File: src/rtl/alu_issue_pkg.sv
// Shared definitions for the ALU decode/issue stage: opcodes, instruction
// field positions, register-file geometry and the operand-select helper.
package alu_issue_pkg;

    localparam int DATA_W   = 16;
    localparam int OP_W     = 4;
    localparam int IMM_W    = 5;
    localparam int RADDR_W  = 3;
    localparam int NUM_REGS = 8;

    localparam logic [OP_W-1:0] OP_ADD = 4'b0000;
    localparam logic [OP_W-1:0] OP_RNG = 4'b1000;
    localparam logic [OP_W-1:0] OP_NOP = 4'b1111;

    localparam int OP_LSB  = 12;
    localparam int RD_LSB  = 9;
    localparam int RS_LSB  = 6;
    localparam int I_BIT   = 5;
    localparam int RT_LSB  = 2;
    localparam int IMM_LSB = 0;

    // One in-flight pipeline slot (X or W).
    typedef struct packed {
        logic               valid;
        logic [RADDR_W-1:0] rd;
    } slot_t;

    // R0 is zero, a result sitting in W beats the (stale) register file.
    function automatic logic [DATA_W-1:0] select_operand(
        input logic [RADDR_W-1:0] addr,
        input slot_t              w,
        input logic [DATA_W-1:0]  fwd_data,
        input logic [DATA_W-1:0]  rf_data
    );
        if (addr == '0)
            return '0;
        if (w.valid && (w.rd == addr))
            return fwd_data;
        return rf_data;
    endfunction

endpackage

File: src/rtl/regfile8x16.sv
// 8 x 16-bit register file: two async read ports, one debug read port,
// one synchronous write port; R0 always reads as zero and ignores writes.
module regfile8x16
    import alu_issue_pkg::*;
(
    input  logic               clk,
    input  logic               rst,
    input  logic [RADDR_W-1:0] ra_addr_i,
    input  logic [RADDR_W-1:0] rb_addr_i,
    input  logic [RADDR_W-1:0] dbg_addr_i,
    output logic [DATA_W-1:0]  ra_data_o,
    output logic [DATA_W-1:0]  rb_data_o,
    output logic [DATA_W-1:0]  dbg_data_o,
    input  logic               we_i,
    input  logic [RADDR_W-1:0] wa_i,
    input  logic [DATA_W-1:0]  wd_i
);

    logic [DATA_W-1:0] regs_q [NUM_REGS];

    // NOTE: this is a flop-based file, so the async reset clears every entry;
    // a RAM-style array would instead be left unreset.
    always_ff @(posedge clk or posedge rst) begin
        if (rst) begin
            for (int i = 0; i < NUM_REGS; i++)
                regs_q[i] <= '0;
        end else if (we_i && (wa_i != '0)) begin
            regs_q[wa_i] <= wd_i;
        end
    end

    assign ra_data_o  = (ra_addr_i  == '0) ? '0 : regs_q[ra_addr_i];
    assign rb_data_o  = (rb_addr_i  == '0) ? '0 : regs_q[rb_addr_i];
    assign dbg_data_o = (dbg_addr_i == '0) ? '0 : regs_q[dbg_addr_i];

endmodule

File: src/rtl/alu_issue.sv
// Decode and operand-fetch stage feeding a registered one-cycle ALU, with a
// single-entry scoreboard, one-cycle interlock and W-stage result forwarding.
module alu_issue
    import alu_issue_pkg::*;
(
    input  logic               clk,
    input  logic               rst,
    input  logic               instr_valid,
    input  logic [15:0]        instr,
    output logic               instr_ready,
    output logic [OP_W-1:0]    alu_op,
    output logic [DATA_W-1:0]  alu_a,
    output logic [DATA_W-1:0]  alu_b,
    output logic [IMM_W-1:0]   alu_imm,
    input  logic [DATA_W-1:0]  alu_result,
    input  logic               alu_zero,
    input  logic               alu_sign,
    output logic               retire,
    output logic [RADDR_W-1:0] retire_rd,
    output logic               flag_zero,
    output logic               flag_sign,
    input  logic [RADDR_W-1:0] dbg_addr,
    output logic [DATA_W-1:0]  dbg_data
);

    logic [OP_W-1:0]    op;
    logic [RADDR_W-1:0] rd, rs, rt;
    logic               imm_sel;
    logic [IMM_W-1:0]   imm;

    assign op      = instr[OP_LSB  +: OP_W];
    assign rd      = instr[RD_LSB  +: RADDR_W];
    assign rs      = instr[RS_LSB  +: RADDR_W];
    assign imm_sel = instr[I_BIT];
    assign rt      = instr[RT_LSB  +: RADDR_W];
    assign imm     = instr[IMM_LSB +: IMM_W];

    slot_t              x_q, x_d, w_q, w_d;
    logic [OP_W-1:0]    alu_op_q, alu_op_d;
    logic [DATA_W-1:0]  alu_a_q, alu_a_d, alu_b_q, alu_b_d;
    logic [IMM_W-1:0]   alu_imm_q, alu_imm_d;
    logic               retire_q, retire_d;
    logic [RADDR_W-1:0] retire_rd_q, retire_rd_d;
    logic               flag_zero_q, flag_zero_d, flag_sign_q, flag_sign_d;

    logic [DATA_W-1:0]  rf_a, rf_b;
    logic               is_nop, hazard, issue;

    regfile8x16 u_regfile (
        .clk        (clk),
        .rst        (rst),
        .ra_addr_i  (rs),
        .rb_addr_i  (rt),
        .dbg_addr_i (dbg_addr),
        .ra_data_o  (rf_a),
        .rb_data_o  (rf_b),
        .dbg_data_o (dbg_data),
        .we_i       (w_q.valid),
        .wa_i       (w_q.rd),
        .wd_i       (alu_result)
    );

    // Only X can conflict: a W producer is covered by the forward.
    assign is_nop = (op > OP_RNG);
    assign hazard = instr_valid && !is_nop && x_q.valid && (x_q.rd != '0) &&
                    ((rs == x_q.rd) || (!imm_sel && (rt == x_q.rd)));
    assign instr_ready = !rst && !hazard;
    assign issue       = instr_valid && instr_ready;

    // NOTE: every variable gets a default before any branch, so no path can
    // leave one unassigned and infer a latch.
    always_comb begin
        alu_op_d    = OP_NOP;
        alu_a_d     = '0;
        alu_b_d     = '0;
        alu_imm_d   = '0;
        x_d         = '0;
        w_d         = x_q;
        retire_d    = w_q.valid;
        retire_rd_d = retire_rd_q;
        flag_zero_d = flag_zero_q;
        flag_sign_d = flag_sign_q;

        if (issue && !is_nop) begin
            alu_op_d  = op;
            alu_a_d   = select_operand(rs, w_q, alu_result, rf_a);
            alu_b_d   = imm_sel ? '0 : select_operand(rt, w_q, alu_result, rf_b);
            alu_imm_d = imm_sel ? imm : '0;
            x_d       = '{valid: 1'b1, rd: rd};
        end

        if (w_q.valid) begin
            retire_rd_d = w_q.rd;
            flag_zero_d = alu_zero;
            flag_sign_d = alu_sign;
        end
    end

    // NOTE: state is updated with non-blocking assignments so every register
    // samples pre-edge values regardless of statement order.
    always_ff @(posedge clk or posedge rst) begin
        if (rst) begin
            x_q         <= '0;
            w_q         <= '0;
            alu_op_q    <= OP_NOP;
            alu_a_q     <= '0;
            alu_b_q     <= '0;
            alu_imm_q   <= '0;
            retire_q    <= 1'b0;
            retire_rd_q <= '0;
            flag_zero_q <= 1'b0;
            flag_sign_q <= 1'b0;
        end else begin
            x_q         <= x_d;
            w_q         <= w_d;
            alu_op_q    <= alu_op_d;
            alu_a_q     <= alu_a_d;
            alu_b_q     <= alu_b_d;
            alu_imm_q   <= alu_imm_d;
            retire_q    <= retire_d;
            retire_rd_q <= retire_rd_d;
            flag_zero_q <= flag_zero_d;
            flag_sign_q <= flag_sign_d;
        end
    end

    assign alu_op    = alu_op_q;
    assign alu_a     = alu_a_q;
    assign alu_b     = alu_b_q;
    assign alu_imm   = alu_imm_q;
    assign retire    = retire_q;
    assign retire_rd = retire_rd_q;
    assign flag_zero = flag_zero_q;
    assign flag_sign = flag_sign_q;

endmodule

File: config.mk
export PLATFORM = sky130hd
export DESIGN_NAME = alu_issue
export DESIGN_NICKNAME = d
export VERILOG_FILES = /design/src/rtl/alu_issue_pkg.sv /design/src/rtl/regfile8x16.sv /design/src/rtl/alu_issue.sv
export SDC_FILE = /design/constraint.sdc
export NUM_CORES = 1
export LEC_CHECK = 0
export BUFFER_PORTS_ARGS = -buffer_cell sky130_fd_sc_hd__buf_2
export CORE_UTILIZATION = 50
export CTS_CLUSTER_SIZE = 28
export DETAILED_ROUTE_END_ITERATION = 10
export MAX_ROUTING_LAYER = met4
export PLACE_DENSITY_LB_ADDON = 0.2
export SYNTH_ARGS = -nofsm -noshare
export SYNTH_HDL_FRONTEND = slang
export SYNTH_SLANG_ARGS = --single-unit
File: constraint.sdc
create_clock -name clk -period 17.9 [get_ports clk]
set_clock_uncertainty 0.2 [all_clocks]
set_input_delay 3.58 -clock clk [delete_from_list [all_inputs] [get_ports clk]]
set_output_delay 3.58 -clock clk [all_outputs]
set_load 0.02 [all_outputs]
==> Word-level counts from Yosys, hierarchy flattened <==
Index checks and enable logic that the tools add are counted.
{ "op_classes": {"n_eq_ne": 4, "bitwise": 4, "n_reduce_logical": 22, "order_cmp": 6, "n_mux": 40} }
{ "op_table": {"columns": ["cell", "count"], "rows": [
  ["$mux W16", 21],
  ["$bmux W16 S3", 3],
  ["$bwmux W128", 1],
  ["$demux W16 S3", 1],
  ["$ge A4 B4 Y1 const B", 4],
  ["$not A3 Y4", 4],
  ["$eq A3 B3 Y1", 4],
  ["$logic_and A1 B1 Y1", 12],
  ["$mux W1", 10],
  ["$mux W5", 2],
  ["$logic_not A3 Y1", 3],
  ["$mux W4", 2],
  ["$reduce_bool A3 Y1", 2],
  ["$gt A4 B4 Y1 const B", 1],
  ["$logic_not A1 Y1", 4],
  ["$lt A4 B1 Y1 const B", 1],
  ["$logic_or A1 B1 Y1", 1]
]} }
{ "totals": {"ff_bits": 183, "out_inout_bits": 64, "elab_cells": 96} }

==> Longest topological paths before layout <==
{ "logic_depth": {"word_depth": 17, "mapped_depth": 7} }

==> By module <==
From an unflattened synthesis, not the netlist that was laid out.
{ "unflattened": {"hier_cells": 729, "area_unflattened_um2": 9544.2} }
{ "modules_own_cells": {"columns": ["module", "area_each_um2", "cells_each", "seq_area_each_um2", "instances"], "rows": [
  ["regfile8x16", 7140.6, 548, 2802.7, 1],
  ["alu_issue", 2403.6, 181, 1381.3, 1]
]} }

==> Worst setup path after synthesis <==
Ideal clock, no wire load.
{ "synth_timing": {"path_type": "input port to flip-flop", "from": "input port rst", "to": "register alu_b_q[14] (netlist: alu_b[14])", "t_required_ps": 17599, "slack_ps": 8794, "path_stages": 4, "n_path_buf": 1, "t_arrival_ps": 8806, "path_cell_list": "inv_1 nand3_1 clkbuf_1 nor4_1"} }
{ "synth_via": {"elab_chain_len": 5} }
{ "synth_rtl": {"columns": ["item", "line_no", "source"], "rows": [
  ["from (decl)", "alu_issue.sv:7", "input logic rst,"],
  ["$logic_not A1 Y1 (no source line)", null, null],
  ["$logic_and A1 B1 Y1", "alu_issue.sv:67", "assign instr_ready = !rst && !hazard;"],
  ["$logic_and A1 B1 Y1", "alu_issue.sv:68", "assign issue = instr_valid && instr_ready;"],
  ["$logic_and A1 B1 Y1", "alu_issue.sv:84", "if (issue && !is_nop) begin"],
  ["$mux W16", "alu_issue.sv:84", null],
  ["via alu_b_d[14]", "alu_issue.sv:40", "logic [DATA_W-1:0] alu_a_q, alu_a_d, alu_b_q, alu_b_d;"],
  ["to (signal assigned)", "alu_issue.sv:118", "alu_b_q <= alu_b_d;"],
  ["to (decl)", "alu_issue.sv:40", null]
]} }
The timed path passes the listed nets, and every way through them passes these cells.
A chain may end at the register's enable or synchronous reset.

==> Final worst setup path <==
{ "layout_timing": {"from": "input port dbg_addr[0]", "to": "output port dbg_data[15]"} }
{ "layout_via": {"elab_chain_len": 5} }
{ "layout_rtl": {"columns": ["item", "line_no", "source"], "rows": [
  ["from (decl)", "alu_issue.sv:22", "input logic [RADDR_W-1:0] dbg_addr,"],
  ["$not A3 Y4 (implied by the code)", "regfile8x16.sv:34", "assign dbg_data_o = (dbg_addr_i == '0) ? '0 : regs_q[dbg_addr_i];"],
  ["$bmux W16 S3", "regfile8x16.sv:34", null],
  ["$mux W16 (implied by the code) (2 in series)", "regfile8x16.sv:34", null],
  ["$mux W16 (*)", "regfile8x16.sv:34", null],
  ["to (decl)", "alu_issue.sv:23", "output logic [DATA_W-1:0] dbg_data"]
]} }
Mark *: on every way between the ends. The rest lies on a longest branch, timed or not. The select of a mux whose other input is x is not followed.

==> impl_results.md <==
* Run status: finished clean
* Pin count of the biggest net entering global routing at 78
* CTS tree: built
* Worst slew margin relative to its limit at 22.8%
* Number of buffers created by CTS at 17
* Worst Setup Path Type: in -> out
* Total stage count of the critical path at 7
* Routability congestion estimate from global placement at 0.841
* Count of cells along the worst register-to-register path at 4
* Initial Util at 51.7%
* Unrepaired setup endpoints after global routing: false
* Wire length of the first global-routing pass at 40,300 um
* Final sum of negative setup slack at 0 ps
* NetSw at 0.271 mW
* Post-CTS setup-driven buffer insertion count at 0
* Die Width at 142 um
* Number of different library cells in the post-synthesis netlist at 35
* Crit-path slowest cell: nor2b_1
* Clock latency of the later-clocked register in the worst-skew pair at 440 ps
* Leakage at 4.69 nW
* Combined global-route utilization of all metal layers at 28.2%
* Final count of hold timing violations at 0
* Mapped Nets at 749
* Remaining Overflow, GRT at 0
* Syn avg cell area at 13.8 um^2
* Root cell of the clock tree: clkbuf_16
* Cells after DPL at 1,007
* CP max stage delay at 750 ps
* Worst setup endpoint: dbg_data[15]
* WL final at 26,000 um
* Die height at 142 um
* Shortest period the worst path allows at 9710 ps
* Share of total power in sequential cells at 47.1%
* Final core utilization at 57.9%
* PnR Total Power at 0.995 mW
* Cells after synthesis at 709
* Clock power share at 37.3%
* Share of post-route cells with drive strength above 1 at 48.1%
* Area added between synthesis and finish at 12.0%
* Launching point of the worst reg2reg path: w_q[1]
* Launching element of the worst setup path: dbg_addr[0]
* Initial antenna violation count at 0
* Combinational share of power at 15.5%
* Critical register-to-register path endpoint: alu_a[6]
* Share of the clock period used by the worst path after layout at 54.3%
* Max-slew violations at 0
* Data required, critical path at 14,120 ps
* Die Footprint at 20,100 um^2
* Max-cap check violation count at 0
* Number of port buffers at 103
* Core box area at 18,900 um^2
* Yosys warning total at 0
* Half-perimeter wire length after detailed placement at 14,800 um
* Buffer depth of the longest clock path at 2
* Via total after detailed routing at 6,748
* Total power divided by cell area at 91.0 nW/um^2
* Netlist area before placement at 9760 um^2
* Arrival time of the worst setup path at 5930 ps
* Category of the worst setup path capture point: output port
* CP delay by family, top: buffers and inverters
* Routed WL per cell at 25.1 um
* Final ANT Viol Nets at 0
* DRC marker count from the first detailed-route iteration at 565
* H-tree depth at 4
* Setup slack of the worst register-to-register path at 15,140 ps
* Fin nets at 806
* Sequential area share after synthesis at 47.0%
* Clock Sinks at 183
* Peak fanout along the critical path at 33
* Most frequent cells in the layout: 179 x dfrtp_1, 132 x mux2_2, 103 x buf_2
* Final setup vio count at 0
* Placed instance area at 10,400 um^2
* Finished Cell Area at 10,900 um^2
* Most frequent standard cell in the layout excluding fill and tap cells: dfrtp_1
* Count of state elements after synthesis at 183
* DR vias/cell at 6.49
* Critical path launch point type: input port
* DRC violation count after routing at 0
* Worst-margin pin slew at 1160 ps
* Count of non-filler cells in the finished layout at 1,039
* Number of hold buffers added after cts at 0
* Internal power at 0.724 mW
* Antenna fix cells at 0
* Post-cts sizing count at 0
* Worst min-delay path class: reg -> reg
* Iteration count of the initial detailed-routing pass at 5
* Count of buffer and inverter cells on the critical path at 4
* Standard-cell row count at 50
* Filler Cell Count at 1,526
* Post-CTS clock slew at the launch and capture registers of the worst setup and hold paths at 70 ps
* Vias in the first global route at 7,017
* Maximum clock rate at 103 MHz
* Critical path, cell by cell: buf_2 -> buf_4 -> nor2b_1 -> buf_4 -> a22oi_1 -> o21ai_0 -> buf_2
* Number of placed I/O pins at 104
* Net switching fraction of the power at 27.3%
* Largest voltage drop on the vdd net at 0.0583 mV
cells in the mapped netlist (all sizes together):
cell type  count  area (um^2)
nor3           7         40.0
nor2           2         7.51
nor4bb         2         20.0
nand4b         3         26.3
a31oi          1         21.3
nand2          7         26.3
or3            5         31.3
o21ai         34          170
dfstp          4          105
mux2         132         1490
clkbuf        46          175
nand4          3         18.8
dfrtp        179         4480
xnor2          9         78.8
or4            1         11.3
nor4          32          200
nor3b          3         22.5
xor2           3         26.3
a22oi          1         7.51
and4           2         17.5
mux4          80         1800
a21oi         16         91.3
inv           17         63.8
o31ai          2         15.0
a221oi        15          131
nor2b         33          206
a211oi        32          240
nand3          2         10.0
buf           36          233
worst min path at each step:
stage / start / endpoint / slack (ps) / cells past startpoint
after floorplan: w_d[3] / retire_d / 150 / 0
after global placement: w_d[3] / retire_d / 170 / 0
after detailed placement: u_regfile.regs_q[113] / u_regfile.regs_q[113] / 180 / 0
after CTS: u_regfile.regs_q[113] / u_regfile.regs_q[113] / 200 / 0
after global routing: u_regfile.regs_q[113] / u_regfile.regs_q[113] / 220 / 0
final: u_regfile.regs_q[122] / u_regfile.regs_q[122] / 200 / 0
stage by stage:
step	hold slack, ps	setup slack [ps]
global placement	166	8250
detailed placement	184	8150
floorplan	154	8790
CTS	199	8150
global route	217	8040
finish	197	8190
cell type report:
cell class	instances	area [um^2]	share of cell area (%)
clock inverter	12	116	1.06
clock buffer	20	457	4.18
tap	260	325	2.97
inverter	17	68.8	0.629
timing repair buffer	120	643	5.88
sequential	183	4580	41.9
multi-input combinational	427	4740	43.4
state kept, by name, indices dropped and copies added, names as in the netlist, 3 cells and up:
| register | count |
|---|---|
| alu_imm | 5 |
| w_q | 3 |
| alu_op | 4 |
| u_regfile.regs_q | 128 |
| alu_a | 16 |
| alu_b | 16 |
| retire_rd | 3 |
| w_d | 4 |
logic make-up (layout without fill, tap and decap cells):
family,after synthesis,in the layout,share of synthesized area (%)
muxes,212,212,33.7
AOI/OAI and AO/OA,101,101,6.93
DFF,183,183,47.0
and+or+nand+nor,102,102,6.54
buffers and inverters,99,169,4.83
xor gates and xnor gates,12,12,1.08
layer usage:
layer	part of all wire (%)	track usage (%)	routed length, um	up-vias
met5	0	-	0	-
met4	3.1	11.4	803	0
met3	7.1	5.03	1860	72
met2	50	45.9	12900	332
met1	40	35.2	10500	3499
li1	-	-	-	2845
power groups by stage:
stage          Combinational (mW)  Sequential (mW)  Clock, mW
2_1_floorplan               0.116            0.470          0
3_3_place_gp                0.150            0.473          0
3_5_place_dp                0.155            0.476          0
4_1_cts                     0.155            0.468      0.374
5_1_grt                     0.167            0.472      0.393
6_report                    0.155            0.469      0.371
No activity file was read; power rests on OpenSTA's default activity.
